## src/rtl/regfile_pkg.sv

```systemverilog
// -----------------------------------------------------------------------------
// regfile_pkg
//   Shared definitions for the 8x8 register file and its burst reader.
//   - WIDTH   : data width of one register-file entry
//   - ADDR_W  : index width (file holds 2**ADDR_W entries)
//   - DEPTH   : number of entries in the register file
//   - state_t : burst reader FSM encoding (IDLE=0, READ=1, HOLD=2, DONE=3)
// -----------------------------------------------------------------------------
package regfile_pkg;

    localparam int WIDTH  = 8;
    localparam int ADDR_W = 3;
    localparam int DEPTH  = 8;

    typedef enum logic [1:0] {
        IDLE = 2'd0,
        READ = 2'd1,
        HOLD = 2'd2,
        DONE = 2'd3
    } state_t;

endpackage

```

## src/rtl/regfile_burst_reader.sv

```systemverilog
// -----------------------------------------------------------------------------
// regfile_burst_reader
//   Read-side master for the register file. Walks a contiguous, wrapping range
//   of entries by driving rsel from a registered pointer, captures the file's
//   combinational read data and presents each word on a valid/ready stream
//   together with the index it came from. done pulses for one cycle at the end
//   of every burst (including an empty one).
//
//   Optional feature (macro READER_CSUM_EN): when defined, csum is the XOR of
//   every word captured during the burst, cleared on burst start and held from
//   the done cycle until the next start. When undefined csum is tied to 0 and
//   no accumulator is built.
//
// Ports:
//   clk        in   system clock, rising edge
//   clr        in   synchronous active-high reset, overrides everything
//   start      in   burst request, only looked at in IDLE
//   base       in   first index of the burst
//   len        in   number of words 0..8 (larger values are clamped to 8)
//   busy       out  FSM is not in IDLE
//   rsel       out  read select to the register file (= pointer)
//   q_in       in   combinational read data from the register file
//   dout       out  captured word
//   dout_idx   out  index dout was read from
//   dout_valid out  dout/dout_idx valid
//   dout_ready in   consumer accepts the current word
//   done       out  one-cycle pulse at burst end
//   csum       out  XOR checksum of the burst, valid while done=1
// -----------------------------------------------------------------------------
module regfile_burst_reader #(
    parameter int WIDTH  = 8,
    parameter int ADDR_W = 3
) (
    input  logic              clk,
    input  logic              clr,
    input  logic              start,
    input  logic [ADDR_W-1:0] base,
    input  logic [ADDR_W:0]   len,
    output logic              busy,
    output logic [ADDR_W-1:0] rsel,
    input  logic [WIDTH-1:0]  q_in,
    output logic [WIDTH-1:0]  dout,
    output logic [ADDR_W-1:0] dout_idx,
    output logic              dout_valid,
    input  logic              dout_ready,
    output logic              done,
    output logic [WIDTH-1:0]  csum
);

    localparam int CNT_W = ADDR_W + 1;
    // Longest burst is one full lap of the file.
    localparam logic [CNT_W-1:0] LEN_MAX = CNT_W'(1 << ADDR_W);

    regfile_pkg::state_t state_reg, state_next;

    logic [ADDR_W-1:0] ptr_reg,   ptr_next;
    logic [CNT_W-1:0]  cnt_reg,   cnt_next;
    logic [WIDTH-1:0]  dout_reg,  dout_next;
    logic [ADDR_W-1:0] idx_reg,   idx_next;
    logic              valid_reg, valid_next;

    // -------------------------------------------------------------------------
    // State and datapath registers
    // -------------------------------------------------------------------------
    always_ff @(posedge clk) begin
        if (clr) begin
            state_reg <= regfile_pkg::IDLE;
            ptr_reg   <= '0;
            cnt_reg   <= '0;
            dout_reg  <= '0;
            idx_reg   <= '0;
            valid_reg <= 1'b0;
        end else begin
            state_reg <= state_next;
            ptr_reg   <= ptr_next;
            cnt_reg   <= cnt_next;
            dout_reg  <= dout_next;
            idx_reg   <= idx_next;
            valid_reg <= valid_next;
        end
    end

    // -------------------------------------------------------------------------
    // Next-state and datapath update
    // -------------------------------------------------------------------------
    always_comb begin
        state_next = state_reg;
        ptr_next   = ptr_reg;
        cnt_next   = cnt_reg;
        dout_next  = dout_reg;
        idx_next   = idx_reg;
        valid_next = valid_reg;

        case (state_reg)
            regfile_pkg::IDLE: begin
                if (start) begin
                    if (len == '0) begin
                        // Empty burst: straight to the done pulse.
                        state_next = regfile_pkg::DONE;
                    end else begin
                        ptr_next   = base;
                        cnt_next   = (len > LEN_MAX) ? LEN_MAX : len;
                        state_next = regfile_pkg::READ;
                    end
                end
            end

            regfile_pkg::READ: begin
                // rsel has been stable on ptr for a full cycle, so q_in is
                // the settled value of the selected entry.
                dout_next  = q_in;
                idx_next   = ptr_reg;
                valid_next = 1'b1;
                state_next = regfile_pkg::HOLD;
            end

            regfile_pkg::HOLD: begin
                if (dout_ready) begin
                    valid_next = 1'b0;
                    if (cnt_reg == CNT_W'(1)) begin
                        state_next = regfile_pkg::DONE;
                    end else begin
                        // Natural ADDR_W-bit overflow gives the wrap to 0.
                        ptr_next   = ptr_reg + ADDR_W'(1);
                        cnt_next   = cnt_reg - CNT_W'(1);
                        state_next = regfile_pkg::READ;
                    end
                end
            end

            regfile_pkg::DONE: begin
                state_next = regfile_pkg::IDLE;
            end

            default: begin
                state_next = regfile_pkg::IDLE;
            end
        endcase
    end

    assign busy       = (state_reg != regfile_pkg::IDLE);
    assign done       = (state_reg == regfile_pkg::DONE);
    assign rsel       = ptr_reg;
    assign dout       = dout_reg;
    assign dout_idx   = idx_reg;
    assign dout_valid = valid_reg;

    // -------------------------------------------------------------------------
    // Optional XOR checksum
    // -------------------------------------------------------------------------
`ifdef READER_CSUM_EN
    logic [WIDTH-1:0] csum_reg;
    logic             csum_clear;

    // Any accepted start (including len=0) begins a new checksum.
    assign csum_clear = (state_reg == regfile_pkg::IDLE) && start;

    always_ff @(posedge clk) begin
        if (clr) begin
            csum_reg <= '0;
        end else if (csum_clear) begin
            csum_reg <= '0;
        end else if (state_reg == regfile_pkg::READ) begin
            csum_reg <= csum_reg ^ q_in;
        end
    end

    assign csum = csum_reg;
`else
    assign csum = '0;
`endif

endmodule

```

## config.mk

```make
export PLATFORM = sky130hd
export DESIGN_NAME = regfile_burst_reader
export DESIGN_NICKNAME = d
export VERILOG_FILES = /design/src/rtl/regfile_pkg.sv /design/src/rtl/regfile_burst_reader.sv
export SDC_FILE = /design/constraint.sdc
export NUM_CORES = 1
export LEC_CHECK = 0
export BUFFER_PORTS_ARGS = -buffer_cell sky130_fd_sc_hd__buf_2
export CAP_MARGIN = 20
export CELL_PAD_IN_SITES_DETAIL_PLACEMENT = 1
export CELL_PAD_IN_SITES_GLOBAL_PLACEMENT = 2
export CORE_AREA = 2 2 68 70
export CTS_CLUSTER_SIZE = 14
export DETAILED_ROUTE_END_ITERATION = 10
export DIE_AREA = 0 0 70 72
export PLACE_DENSITY_LB_ADDON = 0.08
export SLEW_MARGIN = 40
export SYNTH_ARGS = -nofsm -noshare
export SYNTH_HDL_FRONTEND = slang
export SYNTH_SLANG_ARGS = --single-unit
```

## constraint.sdc

```tcl
create_clock -name clk -period 2.1 [get_ports clk]
set_input_delay 0.21 -clock clk [delete_from_list [all_inputs] [get_ports clk]]
set_output_delay 0.21 -clock clk [all_outputs]
set_load 0.01 [all_outputs]
```

# Word-level counts from Yosys, hierarchy flattened
# Index checks and enable logic that the tools add are counted.
# W data, S select, Z words.
# classes
div	0
muxes	18
addsub	2
eq_ne	8
order_cmp	1
bitwise_logic	0
shifts	0
mul	0
reduce_logical	8
# ops
op	n
$mux W4	5
$mux W3	4
$mux W2	4
$ne A2 B2 Y1 const B	4
$pmux W2 S4	1
$pmux W4 S2	1
$pmux W3 S2	1
$reduce_bool A2 Y1	3
$reduce_and A5 Y1	1
$eq A2 B2 Y1 const B	2
$eq A4 B1 Y1 const B	1
$gt A4 B4 Y1 const B	1
$logic_not A4 Y1	1
$reduce_and A2 Y1	2
$sub A4 B1 Y4 const B	1
$add A3 B1 Y3 const B	1
$eq A2 B1 Y1 const B	1
$logic_not A2 Y1	1
$pmux W1 S2	1
$mux W1	1
# word_totals
memories	0
ram_bits	0
latch_bits	0
output_inout_bits	25
regBits	21
elab_cells	43
romBits	0
in_bits	19

# Longest topological paths before layout
# Gate-level depths: netlist of run 1.
# depth
ltp_word	5
depth_mapped	7
depth_no_buf	6

# Worst setup path before layout of run 1
# Ideal clock, no wire load.
# synth_path
path_kind	reg2reg
from	register cnt_reg[0]
to	register ptr_reg[0], in the netlist rsel[0]
stages_incl_launch_ff	7
synth_period_minus_slack_ns	1.661
arrival_ns	1.523
n_path_buf	1
required_time_ns	1.962
path_slack_ns	0.439
setup_ns	0.138
cell_sequence	dfxtp_1 > ha_1 > or3b_2 > a22o_1 > buf_6 > a21oi_1 > a311oi_2
# synth_between
elab_chain_cells	3
# synth_lines
item	line	source
start: declaration	regfile_burst_reader.sv:57	logic [CNT_W-1:0] cnt_reg, cnt_next;
start signal: assignment	regfile_burst_reader.sv:76	cnt_reg <= cnt_next;
$eq A4 B1 Y1	regfile_burst_reader.sv:120	if (cnt_reg == CNT_W'(1)) begin
$ne A2 B2 Y1 (no line)	-	
$reduce_and A5 Y1 (no line)	-	
end signal: assignment	regfile_burst_reader.sv:75	ptr_reg <= ptr_next;
end: declaration	regfile_burst_reader.sv:56	logic [ADDR_W-1:0] ptr_reg, ptr_next;
# Every way passes these cells.
# A chain may end at the register's enable or synchronous reset.

# Worst setup path in the final report of run 1
# layout_path
from	register cnt_reg[0]
to	register cnt_reg[1]
# layout_between
elab_chain_cells	4
word_cells_on_any_way	7
classes_between	1 x add/sub; 2 x eq/ne; 3 x mux; 1 x reduce/logical
# layout_lines
item	line	source
$sub A4 B1 Y4	regfile_burst_reader.sv:125	cnt_next = cnt_reg - CNT_W'(1);
$mux W4	regfile_burst_reader.sv:120	
$mux W4	regfile_burst_reader.sv:118	if (dout_ready) begin
$pmux W4 S2	regfile_burst_reader.sv:94	case (state_reg)
# Parallel ways exist; a longest one is shown, timed or not. The select of a mux whose other input is x is not followed.

==> results.sh, run 1 <==
export IMPL_drtIter0Drc=22
export IMPL_number_of_antenna_violations_at_the_first_check_in_global_routing=0
export IMPL_dieArea_um2=5040
export IMPL_postRouteWirelength_um=2770
export IMPL_post_route_min_period_ns=1.82
export IMPL_worstMarginPinSlew_ns=0.512
export IMPL_die_height_um=72
export IMPL_clk_latency_ns=0.26
export IMPL_met2_length_um=1390
export IMPL_synthDominantAreaCellType="sky130_fd_sc_hd__dfxtp_1"
export IMPL_post_layout_nonfiller_instances=214
export IMPL_floorplan_core_area_um2=4260
export IMPL_synth_yosys_warnings=0
export IMPL_drtPass1Iterations=4
export IMPL_grt_overflow_total=0
export IMPL_worst_path_largest_cell_delay_ns=0.47
export IMPL_postCtsSetupRepairBufs=0
export IMPL_grt_max_degree=22
export IMPL_flow_area_growth_from_synthesis_pct=19.2
export IMPL_grt_setup_unrepaired="no"
export IMPL_max_cap_violations=0
export IMPL_final_antenna_net_count=0
export IMPL_htree_levels=1
export IMPL_cts_tree="yes"
export IMPL_syn_area_um2=1090
export IMPL_route_layer_met1_wl_um=1200
export IMPL_dpl_cell_area_um2=1250
export IMPL_stdcell_area_um2=1300
export IMPL_cts_reportedPaths_clkPinSlew_ns=0.08
export IMPL_arrival_ns=1.99
export IMPL_timing_final_crit_share_pct=86.4
export IMPL_report_final_setup_viol=0
export IMPL_tritoncts_num_buffers=3
export IMPL_detailroute_via_count=1004
export IMPL_clk_root_buffer_cell="sky130_fd_sc_hd__clkbuf_8"
export IMPL_ir_drop_mv=0.203
export IMPL_initial_utilization_pct=25.5
export IMPL_most_common_layout_cells="35 x sky130_fd_sc_hd__buf_2, 23 x sky130_fd_sc_hd__nand2_1, 21 x sky130_fd_sc_hd__dfxtp_1, 18 x sky130_fd_sc_hd__a21oi_1, 8 x sky130_fd_sc_hd__conb_1"
export IMPL_report_final_hold_viol_count=0
export IMPL_synth_top_cell_area_share_pct=38.6
export IMPL_core_rowCount=24
export IMPL_postCtsResizedCells=0
export IMPL_tritoncts_num_sinks=21
export IMPL_layout_commonest_cell="sky130_fd_sc_hd__buf_2"
export IMPL_worst_path_max_delay_cell="sky130_fd_sc_hd__or3b_2"
export IMPL_max_ffs_per_register=8
export IMPL_grt_pass1_wl_um=4620
export IMPL_crit_path_required_time_ns=2.28
export IMPL_syn_avg_cell_area_um2=8.31
export IMPL_ios=44
export IMPL_drive_above_1_share_pct=29.0
export IMPL_crit_type="reg2reg"
export IMPL_avgViaCountPerCell=4.69
export IMPL_ctsLongestPathBuffers=2
export IMPL_cts_hold_fix_buffers=0
export IMPL_synth_cell_type_count=35
export IMPL_highest_signal_layer="met4"
export IMPL_fin_worst_skew_ns=0.000994
export IMPL_p_leak_uw=0.000589
export IMPL_worstPathCellList="ha_1 > or3b_2 > a22oi_1 > a311oi_1 > a211oi_1"
export IMPL_routed_wire_length_per_instance_um=13.0
export IMPL_fillerInstances=549
export IMPL_finish_net_count=185
export IMPL_via_count_of_the_first_global_routing_pass=970
export IMPL_timing_setup_tns_ns=0
export IMPL_met3WireLength_um=138
export IMPL_status="finished clean"
export IMPL_cp_end_kind="flop"
export IMPL_path_max_fanout=6
export IMPL_timing_hold_ws_ns=0.184
export IMPL_critical_path_startpoint_type="flop"
export IMPL_fraction_of_the_yosys_area_taken_by_sequential_cells_pct=38.6
export IMPL_groute_usage_overall_pct=11.4
export IMPL_placement_io_buffers=35
export IMPL_antenna_cells_inserted=0
export IMPL_post_route_drc_count=0
export IMPL_syn_inst=131
export IMPL_number_of_synthesized_register_bits=21
export IMPL_timing_final_max_slew_violations=0
export IMPL_detailedPlacementHpwl_um=2140
export IMPL_timing_max_slew_rel_slack_pct=65.7
export IMPL_clock_fmax_mhz=551
export IMPL_hold_path_class="in2reg"
export IMPL_power_per_cell_area_nw_per_um2=727
export IMPL_synth_area_top_cells="sky130_fd_sc_hd__dfxtp_1 39%, sky130_fd_sc_hd__a21oi_1 8.3%, sky130_fd_sc_hd__nand2_1 7.9%"
export IMPL_placed_cells=210
export IMPL_place_congestion=0.715
export IMPL_die_x_um=70
worst max-delay path, delay by kind of cell (launching register included):
| family | cells | cell delay [ns] |
|---|---|---|
| flip-flops | 1 | 0.42 |
| AO/OA/AOI/OAI | 3 | 0.67 |
| AND/OR/NAND/NOR | 1 | 0.47 |
| adder cells (fa/ha/maj) | 1 | 0.16 |
where the power goes:
part | leakage [µW] | switching (µW) | internal (µW)
logic | 0.000391 | 120 | 90.8
clock network | 0.0000255 | 138 | 132
registers | 0.000172 | 31.8 | 430
total | 0.000589 | 290 | 653
Yosys cell counts, drive strengths merged:
cell	instances
nor3	3
clkbuf	4
a311oi	2
and2	2
or4	2
mux2i	2
o21ai	5
o31a	1
a22o	1
or3b	1
dfxtp	21
nor2b	4
o311a	1
a211oi	3
nor3b	3
ha	3
a21o	1
o31ai	1
and3b	1
conb	1
a22oi	2
a21oi	18
and3	1
nor4	1
inv	4
or2	1
buf	12
nand2	23
nand2b	4
nor2	3
worst paths after layout:
path                            startpoint    endpoint  slack, ns  depth (start not counted)
worst max-delay path            cnt_reg[0]  cnt_reg[1]       0.28                          5
worst min-delay path               q_in[0]     dout[0]       0.18                          3
worst max register to register  cnt_reg[0]  cnt_reg[1]       0.28                          5
worst min register to register     dout[5]     dout[5]       0.46                          2
metal layers:
metal / vias to the layer above / global-route usage (%)
met5: - / 0
met1: 473 / 13.8
met4: 0 / 4.49
met2: 27 / 19.9
met3: 5 / 2.22
li1: 499 / -
metrics by stage:
stage | power [µW] | util, % | setup WS [ns]
5_1_grt | 1010 | 30.4 | 0.0828
3_3_place_gp | 681 | 29.3 | 0.335
2_1_floorplan | 628 | - | 0.439
3_5_place_dp | 688 | 29.3 | 0.299
6_report | 943 | 30.4 | 0.285
4_1_cts | 965 | 30.4 | 0.270
cell families (layout without fill, tap and decap cells):
| group | after synthesis | after routing | synth area share (%) |
|---|---|---|---|
| simple gates | 49 | 49 | 23.8 |
| compound gates | 35 | 35 | 20.1 |
| flops | 21 | 21 | 38.6 |
| buf+inv | 20 | 44 | 11.8 |
| fa+ha+maj | 3 | 3 | 3.45 |
| mux | 2 | 2 | 1.84 |
| other cells | 1 | 8 | 0.344 |
cell type report:
type                    count  area [µm²]  share of cell area, %
multi-input cells          97         568                   43.8
flip-flops and latches     21         420                   32.4
repair buffers             36         183                   14.1
well taps                  52        65.1                   5.01
clock buffers               3        41.3                   3.18
inverters                   4        15.0                   1.16
clock inverters             1        5.00                  0.386
No activity file was read; power rests on OpenSTA's default activity.
==> inputs of run 2 (changes only) <==
--- a/config.mk
+++ b/config.mk
@@ -9,10 +9,10 @@
 export CAP_MARGIN = 20
 export CELL_PAD_IN_SITES_DETAIL_PLACEMENT = 1
 export CELL_PAD_IN_SITES_GLOBAL_PLACEMENT = 2
-export CORE_AREA = 2 2 68 70
+export CORE_AREA = 2 2 72 74
 export CTS_CLUSTER_SIZE = 14
 export DETAILED_ROUTE_END_ITERATION = 10
-export DIE_AREA = 0 0 70 72
+export DIE_AREA = 0 0 74 76
 export PLACE_DENSITY_LB_ADDON = 0.08
 export SLEW_MARGIN = 40
 export SYNTH_ARGS = -nofsm -noshare
==> constraint.sdc (replaced) <==
create_clock -name clk -period 1.5 [get_ports clk]
set_input_delay 0.15 -clock clk [delete_from_list [all_inputs] [get_ports clk]]
set_output_delay 0.15 -clock clk [all_outputs]
set_load 0.01 [all_outputs]
==> run 2 against run 1 <==
  * Highest routed layer unchanged
  * Clock power increased by 39%
  * Largest power group unchanged
  * The run now ends with setup timing left
  * Global-route usage increased by 0.28 points
  * Clock skew increased by 0.00093 ns
  * Sequential power increased by 39%
==> results.sh, run 2 (same netlist as run 1, synthesis figures left out) <==
export IMPL_power_per_cell_area_nw_per_um2=941
export IMPL_number_of_antenna_violations_at_the_first_check_in_global_routing=0
export IMPL_worst_r2r_setup_slack_ns=-0.04
export IMPL_failed_checks="setup timing"
export IMPL_groute_usage_overall_pct=11.7
export IMPL_crit_type="reg2reg"
export IMPL_timing_max_slew_rel_slack_pct=65.6
export IMPL_routed_wire_length_per_instance_um=12.5
export IMPL_clk_root_buffer_cell="sky130_fd_sc_hd__clkbuf_8"
export IMPL_grt_pass1_wl_um=5200
export IMPL_status="finished with violations"
export IMPL_core_rowCount=26
export IMPL_post_route_drc_count=0
export IMPL_max_cap_violations=0
export IMPL_die_height_um=76
export IMPL_tritoncts_num_buffers=3
export IMPL_grt_setup_unrepaired="yes"
export IMPL_placement_setup_worst_slack_ns=-0.148
export IMPL_flow_area_growth_from_synthesis_pct=39.8
export IMPL_report_final_hold_viol_count=0
export IMPL_fin_util_pct=31.0
export IMPL_ir_drop_mv=0.303
export IMPL_initial_utilization_pct=22.2
export IMPL_post_route_min_period_ns=1.54
export IMPL_max_ffs_per_register=8
export IMPL_p_leak_uw=0.000694
export IMPL_htree_levels=1
export IMPL_layout_commonest_cell="sky130_fd_sc_hd__buf_2"
export IMPL_timing_final_crit_share_pct=103
export IMPL_arrival_ns=1.71
export IMPL_path_max_fanout=4
export IMPL_setup_slack_ns=-0.0391
export IMPL_cts_reportedPaths_clkPinSlew_ns=0.08
export IMPL_post_layout_nonfiller_instances=251
export IMPL_grt_overflow_total=0
export IMPL_via_count_of_the_first_global_routing_pass=1133
export IMPL_dieArea_um2=5620
export IMPL_ctsLongestPathBuffers=2
export IMPL_crit_path_required_time_ns=1.67
export IMPL_hold_path_class="in2reg"
export IMPL_antenna_cells_inserted=0
export IMPL_whs_endpoint="dout[3]"
export IMPL_drtIter0Drc=23
export IMPL_post_layout_total_power_uw=1430
export IMPL_detailroute_via_count=1078
export IMPL_critical_path_startpoint="cnt_reg[1]"
export IMPL_rr_worst_depth=7
export IMPL_postRouteWirelength_um=3130
export IMPL_placement_io_buffers=35
export IMPL_clk_latency_ns=0.26
export IMPL_report_final_setup_viol=7
export IMPL_drtPass1Iterations=2
export IMPL_avgViaCountPerCell=4.29
export IMPL_floorplan_core_area_um2=4910
export IMPL_fin_worst_skew_ns=0.00193
export IMPL_die_x_um=74
export IMPL_hold_path_startpoint="q_in[3]"
export IMPL_clock_fmax_mhz=650
export IMPL_rr_endpoint="cnt_reg[1]"
export IMPL_worstMarginPinSlew_ns=0.514
export IMPL_most_common_layout_cells="34 x sky130_fd_sc_hd__buf_2, 23 x sky130_fd_sc_hd__nand2_1, 19 x sky130_fd_sc_hd__buf_4, 18 x sky130_fd_sc_hd__dfxtp_1, 16 x sky130_fd_sc_hd__a21oi_1"
export IMPL_finish_net_count=204
export IMPL_detailedPlacementHpwl_um=2320
export IMPL_final_antenna_net_count=0
export IMPL_tritoncts_num_sinks=21
export IMPL_place_congestion=0.689
export IMPL_placed_cells=243
export IMPL_grt_max_degree=22
export IMPL_drive_above_1_share_pct=42.0
export IMPL_timing_setup_tns_ns=-0.181
export IMPL_cts_tree="yes"
export IMPL_timing_final_max_slew_violations=0
export IMPL_ios=44
export IMPL_critical_path_startpoint_type="flop"
export IMPL_timing_rr_start="cnt_reg[1]"
export IMPL_cp_end_kind="flop"
export IMPL_min_delay_path_depth=3
## run 2: area by class of cell
class | count | area [µm²]
clock buffer | 3 | 41.3
clock inverter | 1 | 5.00
fill | 596 | 3390
inverter | 4 | 15.0
multi-input combinational | 98 | 622
sequential | 21 | 427
tap | 70 | 87.6
timing repair buffer | 54 | 324
## run 2: worst max path at each step
stage,slack [ns],depth (start not counted),to
2_1_floorplan,-0.03,6,rsel[0]
3_3_place_gp,-0.10,6,rsel[0]
3_5_place_dp,-0.15,6,rsel[0]
4_1_cts,-0.04,7,cnt_reg[1]
5_1_grt,-0.11,7,cnt_reg[1]
6_report,-0.04,7,cnt_reg[1]
## run 2: through the flow
stage / hold slack (ns) / instance area [µm²]
after floorplan: 0.218 / 1130
after global placement: 0.390 / 1400
after detailed placement: 0.401 / 1400
after CTS: 0.118 / 1470
after global routing: 0.125 / 1520
final: 0.125 / 1520
## run 2: what timing repair did
item	4_1_cts	5_1_grt
hold buffers	0	0
pin swaps	4	2
gates cloned	0	1
gates resized for setup	5	7
endpoints found under the setup margin	8	8
setup buffers	1	2
## run 2: metal layers
| layer | vias to the layer above | track usage, % | part of all wire, % |
|---|---|---|---|
| li1 | 536 | - | - |
| met2 | 21 | 21.0 | 53 |
| met1 | 519 | 14.0 | 42 |
| met5 | - | 0 | 0 |
| met4 | 0 | 2.73 | 0.51 |
| met3 | 2 | 2.12 | 4.6 |
## run 2: critical path, cell delays in order (launching register included)
cell and delay, ns:
sky130_fd_sc_hd__dfxtp_2 0.33, sky130_fd_sc_hd__inv_2 0.07, sky130_fd_sc_hd__ha_4 0.11, sky130_fd_sc_hd__or3b_4 0.40, sky130_fd_sc_hd__a22oi_2 0.18, sky130_fd_sc_hd__buf_4 0.16
sky130_fd_sc_hd__a311oi_1 0.05, sky130_fd_sc_hd__a211oi_1 0.16
## run 2: where the power goes
group / leakage, µW / internal (µW) / switching [µW]
registers: 0.000173 / 604 / 37.9
logic: 0.000496 / 207 / 208
clock network: 0.0000255 / 185 / 190
total: 0.000694 / 996 / 436
